===== src/rtl/sdram_port_arbiter.sv =====
// rtl/sdram_port_arbiter.sv - two-requester toggle-handshake SDRAM port arbiter
//
// Purpose:
//   Shares one toggle-handshake SDRAM port between requester A (CPU RAM /
//   ROM download, high priority) and requester B (cassette reader). Each
//   access is granted, issued, completed and acknowledged in turn. Only one
//   access is ever outstanding.
//
// Optional feature macro: SDRAM_ARB_FAIR_EN
//   When defined, B is forced through after MAX_WAIT consecutive A grants
//   that happened while B was pending. When undefined, priority is strict.
//
// Ports:
//   clk_sys, reset_n            clock, asynchronous active-low reset
//   a_req/a_ack                 A toggle handshake (pending while they differ)
//   a_we/a_addr/a_ds/a_d        A access attributes, latched at grant
//   a_q                         A read data, valid from a_ack toggle
//   b_*                         same set for requester B
//   mem_req/mem_ack             SDRAM toggle handshake
//   mem_we/mem_addr/mem_ds/mem_d  SDRAM access attributes, held per access
//   mem_q                       SDRAM read data, valid when mem_ack == mem_req
//   busy                        1 outside IDLE
//   owner_b                     1 while the current/last grant belongs to B
module sdram_port_arbiter #(
  parameter int AW       = 25,
  parameter int DW       = 16,
  parameter int MAX_WAIT = 4
) (
  input  logic          clk_sys,
  input  logic          reset_n,
  input  logic          a_req,
  output logic          a_ack,
  input  logic          a_we,
  input  logic [AW-1:0] a_addr,
  input  logic [1:0]    a_ds,
  input  logic [DW-1:0] a_d,
  output logic [DW-1:0] a_q,
  input  logic          b_req,
  output logic          b_ack,
  input  logic          b_we,
  input  logic [AW-1:0] b_addr,
  input  logic [1:0]    b_ds,
  input  logic [DW-1:0] b_d,
  output logic [DW-1:0] b_q,
  output logic          mem_req,
  input  logic          mem_ack,
  output logic          mem_we,
  output logic [AW-1:0] mem_addr,
  output logic [1:0]    mem_ds,
  output logic [DW-1:0] mem_d,
  input  logic [DW-1:0] mem_q,
  output logic          busy,
  output logic          owner_b
);

  typedef enum logic [1:0] {S_IDLE, S_ISSUE, S_WAIT, S_DONE} state_t;

  state_t        r_state;
  logic          r_a_ack;
  logic          r_b_ack;
  logic [DW-1:0] r_a_q;
  logic [DW-1:0] r_b_q;
  logic          r_mem_req;
  logic          r_mem_we;
  logic [AW-1:0] r_mem_addr;
  logic [1:0]    r_mem_ds;
  logic [DW-1:0] r_mem_d;
  logic          r_busy;
  logic          r_owner_b;

  logic w_pend_a;
  logic w_pend_b;
  logic w_pick_b;
  logic w_grant;

  assign w_pend_a = a_req ^ r_a_ack;
  assign w_pend_b = b_req ^ r_b_ack;
  assign w_grant  = (r_state == S_IDLE) && (w_pend_a || w_pend_b);

`ifdef SDRAM_ARB_FAIR_EN
  localparam logic [2:0] LP_MAX_WAIT = 3'(MAX_WAIT);

  // Counts A grants taken while B was waiting; at the limit B jumps ahead.
  logic [2:0] r_wait_cnt;

  assign w_pick_b = w_pend_b && (!w_pend_a || (r_wait_cnt == LP_MAX_WAIT));

  always_ff @(posedge clk_sys or negedge reset_n) begin
    if (!reset_n) begin
      r_wait_cnt <= 3'd0;
    end else if (w_grant) begin
      if (w_pick_b) begin
        r_wait_cnt <= 3'd0;
      end else if (w_pend_b && (r_wait_cnt != LP_MAX_WAIT)) begin
        r_wait_cnt <= r_wait_cnt + 3'd1;
      end
    end
  end
`else
  logic w_unused_max_wait;

  assign w_pick_b          = w_pend_b && !w_pend_a;
  assign w_unused_max_wait = |3'(MAX_WAIT);
`endif

  always_ff @(posedge clk_sys or negedge reset_n) begin
    if (!reset_n) begin
      r_state    <= S_IDLE;
      r_a_ack    <= 1'b0;
      r_b_ack    <= 1'b0;
      r_a_q      <= '0;
      r_b_q      <= '0;
      r_mem_req  <= 1'b0;
      r_mem_we   <= 1'b0;
      r_mem_addr <= '0;
      r_mem_ds   <= 2'b00;
      r_mem_d    <= '0;
      r_busy     <= 1'b0;
      r_owner_b  <= 1'b0;
    end else begin
      case (r_state)
        S_IDLE: begin
          if (w_grant) begin
            // Attributes are captured here so requesters may change them freely afterwards.
            r_owner_b  <= w_pick_b;
            r_mem_we   <= w_pick_b ? b_we   : a_we;
            r_mem_addr <= w_pick_b ? b_addr : a_addr;
            r_mem_ds   <= w_pick_b ? b_ds   : a_ds;
            r_mem_d    <= w_pick_b ? b_d    : a_d;
            r_busy     <= 1'b1;
            r_state    <= S_ISSUE;
          end
        end
        S_ISSUE: begin
          r_mem_req <= ~r_mem_req;
          r_state   <= S_WAIT;
        end
        S_WAIT: begin
          if (mem_ack == r_mem_req) begin
            if (!r_mem_we) begin
              if (r_owner_b) r_b_q <= mem_q;
              else           r_a_q <= mem_q;
            end
            r_state <= S_DONE;
          end
        end
        S_DONE: begin
          if (r_owner_b) r_b_ack <= ~r_b_ack;
          else           r_a_ack <= ~r_a_ack;
          r_busy  <= 1'b0;
          r_state <= S_IDLE;
        end
        default: r_state <= S_IDLE;
      endcase
    end
  end

  assign a_ack    = r_a_ack;
  assign b_ack    = r_b_ack;
  assign a_q      = r_a_q;
  assign b_q      = r_b_q;
  assign mem_req  = r_mem_req;
  assign mem_we   = r_mem_we;
  assign mem_addr = r_mem_addr;
  assign mem_ds   = r_mem_ds;
  assign mem_d    = r_mem_d;
  assign busy     = r_busy;
  assign owner_b  = r_owner_b;

endmodule


===== config.mk =====
export PLATFORM = sky130hd
export DESIGN_NAME = sdram_port_arbiter
export DESIGN_NICKNAME = d
export VERILOG_FILES = /design/src/rtl/sdram_port_arbiter.sv
export SDC_FILE = /design/constraint.sdc
export NUM_CORES = 1
export LEC_CHECK = 0
export ABC_AREA = 0
export CORE_MARGIN = 2
export CORE_UTILIZATION = 40
export CTS_CLUSTER_SIZE = 8
export DETAILED_ROUTE_END_ITERATION = 7
export GPL_ROUTABILITY_DRIVEN = 0
export GPL_TIMING_DRIVEN = 0
export PLACE_DENSITY = 0.93
export SLEW_MARGIN = 5
export SYNTH_ARGS = -nofsm -noshare
export SYNTH_HDL_FRONTEND = slang
export SYNTH_SLANG_ARGS = --single-unit

===== constraint.sdc =====
create_clock -name clk_sys -period 2.89 [get_ports clk_sys]
set_clock_uncertainty 0.1 [all_clocks]
set_input_delay 0.578 -clock clk_sys [delete_from_list [all_inputs] [get_ports clk_sys]]
set_output_delay 0.578 -clock clk_sys [all_outputs]
set_load 0.1 [all_outputs]

==> metrics.txt, run 1 <==
Post-CTS Setup Bufs 0; fin crit share 0.9359; max cap viols 0; Slew @ Worst Pin 1.023 ns; Unique masters post-synth 25; PostCTS Resize Cnt 0; Syn-to-layout area delta 63.13%; Core Rows 34; Max Freq between 300 and 400 MHz; initial antenna violation count 0; gr ovfl total 0; clk_lat worst skew 0.34 ns; htree depth 3; DP Wirelength 8690 µm; full die area between 9000 and 10000 µm²; Hold WC Path Type input pin to asynchronous set/reset pin; CTS tree yes; Synth area leaders dfrtp_1 59%, a221o_1 12%, mux2_2 11%; Die W 97.94 µm; deepest clock path buffer count 2; Buf+Inv Stages, Crit Path 1; crit-path cells clkdlybuf4s50_1; Total GRT Usage 0.2365; Pre-Repair DR Iteration Count 5; Hold Fails Final Rpt 0; Clock Sinks 83; setup TNS 0 ns; first-pass GRT wire length 17940 µm; Initial Utilization 0.4087; Mapped Avg Cell Area around 14 µm²; antenna-violating nets left 0; RSZ-0062 raised after global routing false; IO Port Bufs 189; die height 97.94 µm; I/O pin cnt 190; crit end category primary output; ANT cells 0; worst path required time 2.21 ns; layout cell share with drive strength beyond 1 0.1457; syn_nets 367; crit path DAT 2.03 ns; via count a little over 3000; Clock Tree Root clkbuf_8; vias per cell 5.419; Crit Path Class register to primary output; DRC 0; Seq/Total Area, Yosys 0.5884; synthesis-stage register bit count 83; Slowest Stage Delay on Critical Path 1.19 ns; Net count, final around 570; mapped cell area between 3000 and 4000 µm²; tightest hold margin between 0.08 and 0.09 ns; Core ar. 8636 µm²; Hold Buf Count CTS 0; vias in the first global route around 3400; number of setup violations in the final report 0; final slew viol count 0; cell taking the most area after synthesis dfrtp_1; CTS Buf Count 9; fillers approximately 650; Period minus WS final 2.705 ns; Synthesis Warnings 0; largest net degree at the start of global routing between 40 and 50; relative max-transition margin 0.3160; CP max stage cell clkdlybuf4s50_1; Clock Pin Slew Worst Setup and Hold Paths 0.09 ns; Post-Synthesis Cells ~250; Critical Path Source Type register; status finished, final reports clean; top-area cell type share of the netlist area 0.5884; worst-path fanout max 6; DR WL/cell 19.73 µm; Routed WL 11210 µm; initial drt markers 113; Crit path max-delay family buffers and inverters
[Yosys cell counts]
| master | count |
|---|---|
| a221o_1 | 44 |
| nand2b_1 | 2 |
| mux2_2 | 33 |
| o311ai_1 | 1 |
| and3_1 | 44 |
| clkbuf_1 | 8 |
| ha_1 | 4 |
| o22a_1 | 1 |
| nand4_1 | 1 |
| buf_4 | 1 |
| nor2_1 | 1 |
| xor2_2 | 1 |
| xnor2_1 | 4 |
| nor4b_4 | 1 |
| a21oi_1 | 2 |
| dfrtp_1 | 83 |
| xor2_1 | 3 |
| nand2_1 | 1 |
| inv_1 | 3 |
| nor3_2 | 1 |
| nand4bb_1 | 1 |
| buf_2 | 10 |
| o21ai_2 | 1 |
| a32oi_1 | 1 |
| buf_6 | 2 |
[worst paths after layout]
path	slack, ns	from	depth (start not counted)	end
max in group asynchronous	2.01	reset_n	2	r_state[0]
min in group clk_sys	0.41	b_q[11]	1	b_q[11]
min	0.09	reset_n	1	mem_d[4]
max reg2reg	0.41	r_state[0]	6	mem_we
min reg2reg	0.41	b_q[11]	1	b_q[11]
max	0.19	owner_b	1	owner_b
[logic make-up after synthesis]
logic type / synth area share
AO/OA/AOI/OAI: 0.1375
XOR/XNOR: 0.02198
adder cells (fa/ha/maj): 0.01418
buffers and inverters: 0.03439
flip-flops: 0.5884
multiplexers: 0.1053
AND/OR/NAND/NOR: 0.09819
[area by class of cell]
cell class,count,area [µm²],area share
inverter,3,11.26,0.001956
tap,108,135.1,0.02347
clock buffer,10,127.6,0.02216
timing repair buffer,190,1917,0.3329
clock inverter,6,48.80,0.008475
multi-input combinational,147,1331,0.2312
sequential,83,2077,0.3607
buffer,21,110.1,0.01912
[registers in the layout, summed over array words and instances (netlist names)]
signal	cells
r_state	2
b_ack	1
mem_req	1
mem_addr	25
a_ack	1
b_q	16
mem_ds	2
owner_b	1
a_q	16
mem_we	1
busy	1
mem_d	16
[worst register-to-register path: stages (launching register included)]
cell	delay [ns]
dfrtp_1	0.43
inv_1	0.10
ha_1	0.29
clkbuf_1	0.50
o21ai_2	0.29
buf_2	0.28
a221o_1	0.38
[metrics by stage]
| stage | cell area, µm² | instances | util | worst slack, ns |
|---|---|---|---|---|
| 4_1_cts | 5758 | 568 | 0.6668 | 0.1496 |
| 3_5_place_dp | 5582 | 552 | 0.6463 | 0.3092 |
| 3_3_place_gp | 5557 | 551 | 0.6434 | -1.732 |
| 6_report | 5758 | 568 | 0.6668 | 0.1852 |
| 2_1_floorplan | 3530 | 254 | - | 0.5094 |
| 5_1_grt | 5758 | 568 | 0.6668 | 0.1316 |
[layer usage]
metal,wire [µm],track usage
met1,4397,0.2814
met2,5952,0.4183
met3,501,0.04868
met4,358,0.09402
met5,0,0
[layout by cell type (no fill, tap or decap), types with 4 or more instances in the layout]
master,instances
clkdlybuf4s50_1,188
xnor2_1,4
ha_1,4
clkbuf_8,9
clkbuf_1,9
mux2_2,33
buf_2,10
dfrtp_1,83
a221o_1,44
and3_1,44
Power of run 1 is left out: the tool's default activity adds up to more than one toggle a clock period on the data nets, which glitch-free logic cannot reach.
==> run 2: changes to the inputs <==
--- a/config.mk
+++ b/config.mk
@@ -5,14 +5,15 @@
 export SDC_FILE = /design/constraint.sdc
 export NUM_CORES = 1
 export LEC_CHECK = 0
-export ABC_AREA = 0
+export ABC_AREA = 1
 export CORE_MARGIN = 2
 export CORE_UTILIZATION = 40
 export CTS_CLUSTER_SIZE = 8
 export DETAILED_ROUTE_END_ITERATION = 7
 export GPL_ROUTABILITY_DRIVEN = 0
 export GPL_TIMING_DRIVEN = 0
-export PLACE_DENSITY = 0.93
+export PLACE_DENSITY = 0.89
+export SETUP_SLACK_MARGIN = 0.3
 export SLEW_MARGIN = 5
 export SYNTH_ARGS = -nofsm -noshare
 export SYNTH_HDL_FRONTEND = slang
==> metrics.txt, run 2 <==
vias in the first global route 4132 (+23%); htree depth 3 (unchanged); number of setup violations in the final report 0 (unchanged); mapped cell area 4123 µm² (+17%); crit end category primary output; via count 4069 (+32%); full die area 11130 µm² (+16%); R2R Path Start r_state[1]; synthesis-stage register bit count 83 (unchanged); Crit Path Class register to primary output; worst path required time 2.21 ns (about the same); Synth area leaders dfrtp_1 50%, nand2_1 21%, nand2_2 6.5%; Clock Tree Root clkbuf_8; die height 105.5 µm (+7.7%); CTS Buf Count 9 (unchanged); vias per cell 4.793 (-12%); Worst Reg-to-Reg Cells 7 (+1); Slowest Stage Delay on Critical Path 1.16 ns (-0.03 ns); most frequent cell after synthesis nand2_1; I/O pin cnt 190 (unchanged); Most used DFF post-synth dfrtp_1; Max Freq 392.1 MHz (+6.1%); gr ovfl total 0 (unchanged); Seq/Total Area, Yosys 0.5038 (-0.08465); most common cell after layout, fill and taps aside nand2_1; Post-Synthesis Cells 507 (+100%); CP max stage cell clkdlybuf4s50_1; top post-synthesis cells by count 231 x nand2_1, 83 x dfrtp_1, 47 x nand3_1; Unique masters post-synth 20 (-20%); Die W 105.5 µm (+7.7%); most frequent cells in the layout 231 x nand2_1, 144 x clkdlybuf4s50_1, 83 x dfrtp_1; met3 WL 743 µm (+48%); top-area cell type share of the netlist area 0.5038 (-0.08465); DP Wirelength 9335 µm (+7.4%); Clock Pin Slew Worst Setup and Hold Paths 0.09 ns (about the same); DRC 0 (unchanged); worst-path fanout max 2 (-4); ANT cells 0 (unchanged); Mapped Avg Cell Area 8.132 µm² (-41%); met2 WL 6257 µm (+5.1%); Initial Utilization 0.4048 (-0.003931); routed length on met1 4904 µm (+12%); antenna-violating nets left 0 (unchanged); Syn-to-layout area delta 57.30%; max cap viols 0 (unchanged); Crit path max-delay family buffers and inverters; dpl cells 833 (+51%); IO Port Bufs 189 (unchanged); relative max-transition margin 0.3128 (-0.003182); Non-Filler Instances 849 (+49%); deepest clock path buffer count 2 (unchanged); final slew viol count 0 (unchanged); crit-path cells clkdlybuf4s50_1; EDFF count, synth 0 (unchanged); Clock Sinks 83 (unchanged); max reg flops 25 (unchanged); clk_lat worst skew 0.35 ns (about the same); Total GRT Usage 0.2207 (-0.01581); first-pass GRT wire length 19650 µm (+9.5%); Critical Path Source Type register; syn_nets 620 (+69%); Worst R2R End mem_addr[15]; largest net degree at the start of global routing 43 (-10%); Post-CTS Setup Bufs 0 (unchanged); Hold Fails Final Rpt 0 (unchanged); Async SR Flop Fraction 1.000 (unchanged); Buf+Inv Stages, Crit Path 1 (unchanged); fin crit share 0.8825 (-0.05340); internal reg-to-reg setup slack 1.31 ns (+0.90 ns); crit path DAT 1.87 ns (-0.16 ns); initial antenna violation count 0 (unchanged); CTS tree yes; status finished, final reports clean; initial drt markers 269 (+140%); layout cell share with drive strength beyond 1 0.1388 (-0.006802); Core ar. 10180 µm² (+18%); RSZ-0062 raised after global routing false; Hold Buf Count CTS 0 (unchanged); top routing layer in use met4; Synthesis Warnings 0 (unchanged); DR WL/cell 14.44 µm (-27%); Routed WL 12260 µm (+9.4%); Core Rows 37 (+8.8%); Net count, final 821 (+45%); Period minus WS final 2.551 ns (-0.1543 ns); cell taking the most area after synthesis dfrtp_1; Pre-Repair DR Iteration Count 4 (-1); Hold WC Path Type input pin to asynchronous set/reset pin; Slew @ Worst Pin 1.029 ns (+0.006294 ns)
==> run 2: layout make-up <==
class	count	area, µm²
Timing Repair Buffer	190	1993
Tap cell	136	170.2
Fill cell	826	3700
Buffer	28	244.0
Clock buffer	9	123.9
Sequential cell	83	2077
Clock inverter	7	75.07
Multi-Input combinational cell	370	1703
Inverter	26	98.84
==> run 2: worst max-delay path by stage <==
stage	startpoint	to	slack, ns	cells after the start
2_1_floorplan	b_ack	mem_addr[0]	0.95	8
3_3_place_gp	reset_n	mem_d[3]	-1.68	1
3_5_place_dp	mem_req	mem_req	0.60	1
4_1_cts	b_q[3]	b_q[3]	0.30	1
5_1_grt	b_q[9]	b_q[9]	0.30	1
6_report	mem_d[14]	mem_d[14]	0.34	1
==> run 2: worst register-to-register path, delay by kind of cell (launching register included) <==
kind	cells	cell delay, ns
DFF	1	0.42
and+or+nand+nor	3	0.27
adders and majority gates	1	0.23
buffers and inverters	3	0.47
==> run 2: logic make-up (layout without fill, tap and decap cells) <==
| logic type | after synthesis | in the layout | synth area share |
|---|---|---|---|
| DFF | 83 | 83 | 0.5038 |
| adders and majority gates | 4 | 4 | 0.01214 |
| and+or+nand+nor | 328 | 328 | 0.3484 |
| xor gates and xnor gates | 5 | 5 | 0.01244 |
| AOI/OAI and AO/OA | 33 | 33 | 0.04006 |
| buffers and inverters | 54 | 260 | 0.08316 |
==> run 2: what timing repair did <==
item,CTS,global route
resized for setup,7,37
endpoints found under the setup margin,7,37
endpoints found under the hold margin,0,0
==> run 2: through the flow <==
stage / area (µm²) / setup WS, ns / TNS [ns] / hold slack (ns) / util
finish: 6485 / 0.3395 / 0 / 0.09618 / 0.6367
CTS: 6392 / 0.3027 / 0 / 0.09570 / 0.6276
global placement: 6185 / -1.676 / -138.87 / 0.3625 / 0.6072
floorplan: 4123 / 0.9452 / 0 / 0.1824 / -
global route: 6485 / 0.3003 / 0 / 0.1188 / 0.6367
detailed placement: 6202 / 0.5965 / 0 / 0.3645 / 0.6090
==> run 2: metal layers <==
layer,track usage,vias to the layer above
met2,0.3853,142
met1,0.2611,1930
met5,0,-
li1,-,1970
met4,0.07895,0
met3,0.05875,27
Power of run 2 is left out for the same reason.
